$ cat src/rtl/regfile_pkg.sv
// Shared types and limits for the multi-port register file.
//   reg_addr_t / reg_data_t : default-width address and data types.
//   ZERO_REG                : index of the hardwired-zero register.
//   MAX_RD_PORTS/MAX_WR_PORTS : port-count limits, checked at elaboration.
package regfile_pkg;

  typedef logic [4:0]  reg_addr_t;
  typedef logic [31:0] reg_data_t;

  localparam int unsigned ZERO_REG     = 0;
  localparam int unsigned MAX_RD_PORTS = 4;
  localparam int unsigned MAX_WR_PORTS = 3;

endpackage

$ cat src/rtl/regfile_scoreboard.sv
// Busy-bit scoreboard: one bit per register marking an outstanding write.
// Ports:
//   clk, rst_n   : clock, async active-low reset (clears all busy bits)
//   rsv_en_i     : reserve rsv_addr_i (sets its busy bit on the next edge)
//   rsv_addr_i   : register to reserve
//   clr_vec_i    : per-register clear request from this cycle's writes
//   rd_addr_i    : per-read-port lookup addresses
//   rd_busy_o    : registered busy bit of each looked-up register
//   busy_vec_o   : full registered busy vector
module regfile_scoreboard
  import regfile_pkg::*;
#(
  parameter int unsigned REG_MEM_ADDR_WIDTH = 5,
  parameter int unsigned NUM_RD_PORTS       = 2
) (
  input  logic                                            clk,
  input  logic                                            rst_n,
  input  logic                                            rsv_en_i,
  input  logic [REG_MEM_ADDR_WIDTH-1:0]                   rsv_addr_i,
  input  logic [2**REG_MEM_ADDR_WIDTH-1:0]                clr_vec_i,
  input  logic [NUM_RD_PORTS-1:0][REG_MEM_ADDR_WIDTH-1:0] rd_addr_i,
  output logic [NUM_RD_PORTS-1:0]                         rd_busy_o,
  output logic [2**REG_MEM_ADDR_WIDTH-1:0]                busy_vec_o
);

  localparam logic [REG_MEM_ADDR_WIDTH-1:0] ZeroAddr = REG_MEM_ADDR_WIDTH'(ZERO_REG);

  logic [2**REG_MEM_ADDR_WIDTH-1:0] busy_d, busy_q;

  // Reserve is applied after the clear so a same-cycle reserve wins: the
  // newer instruction owns the register.
  always_comb begin
    busy_d = busy_q & ~clr_vec_i;
    if (rsv_en_i) begin
      busy_d[rsv_addr_i] = 1'b1;
    end
    busy_d[ZeroAddr] = 1'b0;
  end

  always_ff @(posedge clk or negedge rst_n) begin
    if (!rst_n) begin
      busy_q <= '0;
    end else begin
      busy_q <= busy_d;
    end
  end

  always_comb begin
    for (int p = 0; p < int'(NUM_RD_PORTS); p++) begin
      rd_busy_o[p] = busy_q[rd_addr_i[p]];
    end
  end

  assign busy_vec_o = busy_q;

endmodule

$ cat src/rtl/register_file_mp.sv
// Multi-port integer register file with per-register busy scoreboard.
// Register 0 is hardwired to zero. Higher-index write ports win conflicts.
// Optional feature: define REGFILE_BYPASS_EN to forward same-cycle writes to
// the read ports (data returned, busy masked); otherwise reads see stored
// state only.
// Ports:
//   clk, rst_n          : clock, async active-low reset
//   rd_addr_i/rd_data_o : combinational read ports
//   rd_busy_o           : busy flag of each read port's register
//   wr_en_i/wr_addr_i/wr_data_i : writeback ports
//   rsv_en_i/rsv_addr_i : destination reservation at issue
//   busy_vec_o          : registered busy bits (no bypass)
module register_file_mp
  import regfile_pkg::*;
#(
  parameter int unsigned DATA_WIDTH         = 32,
  parameter int unsigned REG_MEM_ADDR_WIDTH = 5,
  parameter int unsigned NUM_RD_PORTS       = 2,
  parameter int unsigned NUM_WR_PORTS       = 2
) (
  input  logic                                            clk,
  input  logic                                            rst_n,
  input  logic [NUM_RD_PORTS-1:0][REG_MEM_ADDR_WIDTH-1:0] rd_addr_i,
  output logic [NUM_RD_PORTS-1:0][DATA_WIDTH-1:0]         rd_data_o,
  output logic [NUM_RD_PORTS-1:0]                         rd_busy_o,
  input  logic [NUM_WR_PORTS-1:0]                         wr_en_i,
  input  logic [NUM_WR_PORTS-1:0][REG_MEM_ADDR_WIDTH-1:0] wr_addr_i,
  input  logic [NUM_WR_PORTS-1:0][DATA_WIDTH-1:0]         wr_data_i,
  input  logic                                            rsv_en_i,
  input  logic [REG_MEM_ADDR_WIDTH-1:0]                   rsv_addr_i,
  output logic [2**REG_MEM_ADDR_WIDTH-1:0]                busy_vec_o
);

  localparam int unsigned NumRegs = 2**REG_MEM_ADDR_WIDTH;
  localparam logic [REG_MEM_ADDR_WIDTH-1:0] ZeroAddr = REG_MEM_ADDR_WIDTH'(ZERO_REG);

  if (NUM_RD_PORTS < 1 || NUM_RD_PORTS > MAX_RD_PORTS) begin : g_bad_rd_ports
    $error("register_file_mp: NUM_RD_PORTS out of range");
  end
  if (NUM_WR_PORTS < 1 || NUM_WR_PORTS > MAX_WR_PORTS) begin : g_bad_wr_ports
    $error("register_file_mp: NUM_WR_PORTS out of range");
  end

  logic [NumRegs-1:0][DATA_WIDTH-1:0] mem_d, mem_q;
  logic [NumRegs-1:0]                 clr_vec;
  logic [NUM_RD_PORTS-1:0]            sb_busy;

  // Later (higher-index) ports overwrite earlier ones, giving them priority.
  always_comb begin
    mem_d   = mem_q;
    clr_vec = '0;
    for (int w = 0; w < int'(NUM_WR_PORTS); w++) begin
      if (wr_en_i[w] && (wr_addr_i[w] != ZeroAddr)) begin
        mem_d[wr_addr_i[w]]   = wr_data_i[w];
        clr_vec[wr_addr_i[w]] = 1'b1;
      end
    end
    mem_d[ZeroAddr] = '0;
  end

  always_ff @(posedge clk or negedge rst_n) begin
    if (!rst_n) begin
      mem_q <= '0;
    end else begin
      mem_q <= mem_d;
    end
  end

  regfile_scoreboard #(
    .REG_MEM_ADDR_WIDTH(REG_MEM_ADDR_WIDTH),
    .NUM_RD_PORTS      (NUM_RD_PORTS)
  ) u_scoreboard (
    .clk       (clk),
    .rst_n     (rst_n),
    .rsv_en_i  (rsv_en_i),
    .rsv_addr_i(rsv_addr_i),
    .clr_vec_i (clr_vec),
    .rd_addr_i (rd_addr_i),
    .rd_busy_o (sb_busy),
    .busy_vec_o(busy_vec_o)
  );

  // Entry 0 of mem_q is never written, so x0 reads 0 / not busy naturally.
  always_comb begin
    for (int p = 0; p < int'(NUM_RD_PORTS); p++) begin
      rd_data_o[p] = mem_q[rd_addr_i[p]];
      rd_busy_o[p] = sb_busy[p];
`ifdef REGFILE_BYPASS_EN
      // Forwarding is gated by rst_n so reads stay 0 while reset is held.
      for (int w = 0; w < int'(NUM_WR_PORTS); w++) begin
        if (rst_n && wr_en_i[w] && (wr_addr_i[w] != ZeroAddr) &&
            (wr_addr_i[w] == rd_addr_i[p])) begin
          rd_data_o[p] = wr_data_i[w];
          rd_busy_o[p] = 1'b0;
        end
      end
`endif
    end
  end

endmodule

$ cat config.mk
export PLATFORM = sky130hd
export DESIGN_NAME = register_file_mp
export DESIGN_NICKNAME = d
export VERILOG_FILES = /design/src/rtl/regfile_pkg.sv /design/src/rtl/regfile_scoreboard.sv /design/src/rtl/register_file_mp.sv
export SDC_FILE = /design/constraint.sdc
export NUM_CORES = 2
export LEC_CHECK = 0
export CAP_MARGIN = 20
export CELL_PAD_IN_SITES_DETAIL_PLACEMENT = 0
export CELL_PAD_IN_SITES_GLOBAL_PLACEMENT = 1
export CORE_MARGIN = 5
export CORE_UTILIZATION = 25
export CTS_CLUSTER_DIAMETER = 150
export CTS_CLUSTER_SIZE = 28
export DETAILED_ROUTE_END_ITERATION = 7
export PLACE_DENSITY = 0.46
export SYNTH_ARGS = -nofsm -noshare
export SYNTH_HDL_FRONTEND = slang
export SYNTH_SLANG_ARGS = --single-unit
$ cat constraint.sdc
create_clock -name clk -period 1.8 [get_ports clk]
set_input_delay 0.18 -clock clk [delete_from_list [all_inputs] [get_ports clk]]
set_output_delay 0.18 -clock clk [all_outputs]
set_load 0.05 [all_outputs]
==> metrics <==
fmax 358 MHz; status finished with violations; Worst Max-Slew Pin Slew 0.843 ns; setup TNS -53.23 ns; layout cells sized above 1 27.1%; area grow syn2layout 27.5%; Vias/cell 5.36; CP required 1.62 ns; clk_lat worst skew 0.72 ns; vias 52625; main flop type after synthesis dfrtp_1; failing checks setup timing; pre-CTS setup slack -0.857 ns; Post-Syn Area 64100 µm²; HPWL Detailed 219000 µm; Final setup viols 66; clk buf depth 3; kind of critical path flip-flop to output port; H-tree depth 2; crit path from u_scoreboard.busy_vec_o[29]$_DFF_PN0_; max_slew headroom 43.6%; Most Crowded Layer GR met2; Port-buffer cells 190; global-route wire length before repair 440000 µm; CTS tree done; total CTS buffers 43; Reg-to-Reg Start u_scoreboard.busy_vec_o[2]$_DFF_PN0_; Die ar. 266000 µm²; area share of the leading cell type in the synthesized netlist 40.0%; die height 516 µm; register area share after synthesis 40.0%; 1st-iter DRT viols 4801; R2R setup slack 0.68 ns; Synth cell types 43; RSZ-0062 raised after global routing true; VDD IR max 0.668 mV; Synth area leader dfrtp_1; io pins 192; wire per inst 32.0 µm; HP Class input port to async pin; crit-path cells mux4_2 -> a22o_1 -> o21ai_4 -> o31ai_4 -> buf_12; fin crit period 2.79 ns; vias in the first global route 52709; clock transition at the registers of the reported paths 0.12 ns; Post-Syn Nets 6235; GPL Wtd Cong 0.840; placed inst area 79500 µm²; total power 75900 µW; clock sinks 1023; Final nets 6538; Top delay family on crit path compound AO/OA/AOI/OAI gates; total track usage 23.1%; CP peak stage delay 0.49 ns; Min Hold Slack 0.195 ns; final period utilization 155%; die width 516 µm; crit path max fanout 3; fin worst setup slack -0.993 ns; Power Dens Cells 929 nW/µm²; final instance area 81700 µm²; Buf+Inv Stages, Crit Path 1; floorplan core area 255000 µm²; Leak 0.0352 µW; synthesized flop and latch total 1023; drt pass-1 iters 6; Max Slew Vio Count 0; largest net degree at the start of global routing 90; startpoint types flip-flop; post-route ant nets 0; Synth top cells by count mux2i_1, dfrtp_1, nor2_1, a21oi_1, clkbuf_1; met3 usage 2.88%; critical path capture point type output port; most frequent cell after synthesis mux2i_1; initial core utilization 25.2%; final WL 314000 µm; Root Buffer Master clkbuf_16; CP max-delay cell mux4_2; Synth warnings 0; number of max-cap violations 0; capturing point of the worst reg2reg path u_scoreboard.busy_vec_o[2]$_DFF_PN0_; WP data arrival 2.61 ns; met2 usage 38.0%; Worst Clk Skew 0 ns; met1 GRT Util 32.5%; ys async rst share 100%; Fin. Hold Viols 0; DRC 0; Core Rows 185; Reg2Reg Depth 4; Post-Syn Area per Cell 10.4 µm²; cells after synthesis 6141; top cells by area, synth dfrtp_1, mux2i_1, mux4_2, a21oi_1, nor2_1; Remaining Overflow, GRT 0; initial antenna violation count 7; number of synthesized flops with an enable pin 0
cells by family after synthesis:
group	after synthesis	share of synthesized area (%)
AOI/OAI and AO/OA	1602	15.1
muxes	1541	31.9
and+or+nand+nor	1214	7.89
DFF	1023	40.0
buffers and inverters	760	5.06
other	1	0.00585
per-stage QoR:
stage | cells | utilization, %
5_1_grt | 9823 | 32.1
6_report | 9824 | 32.1
4_1_cts | 9811 | 32.0
3_3_place_gp | 9726 | 31.2
2_1_floorplan | 6141 | -
3_5_place_dp | 9726 | 31.2
worst min-delay path: stages:
cell           delay, ns
dlygate4sd3_1       0.56
buf_8               0.27
buf_4               0.24
timing repair:
action / in CTS / in global routing
resized for setup: 115 / 23
hold buffers: 2 / 0
pin swaps: 94 / 46
endpoints found under the hold margin: 995 / 0
cloned: 0 / 0
endpoints found under the setup margin: 80 / 72
buffers inserted: 32 / 19
layer usage:
layer | part of all wire, % | vias up
li1 | - | 23225
met1 | 46 | 27644
met2 | 47 | 1504
met3 | 4.8 | 246
met4 | 2.3 | 6
met5 | 0.016 | -
sequential cells by signal, indices dropped and copies added (netlist names):
| register | flops |
|---|---|
| u_scoreboard.busy_vec_o | 31 |
| mem_q | 992 |
report_power, final:
group,switching (µW),internal [µW]
Sequential,5120,29100
Clock,8770,4610
Combinational,13400,14900
cells in the final DEF, fill, tap and decap left out, drive strengths merged:
| cell | instances |
|---|---|
| inv | 7 |
| nand3b | 8 |
| a21boi | 5 |
| mux2i | 1080 |
| and3b | 10 |
| a22o | 198 |
| o22ai | 66 |
| diode | 2 |
| or3 | 1 |
| nor3 | 3 |
| a21oi | 641 |
| nor2 | 658 |
| mux4 | 396 |
| and2 | 77 |
| a32o | 18 |
| nand2 | 417 |
| buf | 930 |
| o31ai | 66 |
| nor2b | 6 |
| mux2 | 65 |
| a211oi | 66 |
| and3 | 9 |
| nand2b | 2 |
| dfrtp | 1023 |
| clkdlybuf4s50 | 82 |
| clkbuf | 49 |
| a32oi | 112 |
| nand4 | 2 |
| clkinv | 3 |
| nor3b | 13 |
| dlygate4sd3 | 2 |
| clkinvlp | 2 |
| conb | 1 |
| nand4b | 2 |
| o21ai | 430 |
| nand3 | 6 |
worst max path at each step:
stage                               to  slack (ns)  cells past startpoint
final                     rd_busy_o[1]       -0.99                      5
after global routing      rd_busy_o[1]       -1.07                      5
after CTS                 rd_busy_o[1]       -1.10                      5
after detailed placement  rd_busy_o[1]       -0.86                      7
after global placement    rd_busy_o[1]       -0.84                      7
after floorplan           rd_busy_o[0]       -0.19                      6
cell type report:
type                       instances  area, µm²
timing repair buffer            1014      13200
multi-input combinational       4358      37400
clock inverter                     8       76.3
antenna                            2       5.00
inverter                           4       15.0
tap                             3366       4210
sequential                      1023      25600
clock buffer                      49       1130
fill                           25609     173000
No activity file was read; power rests on OpenSTA's default activity.
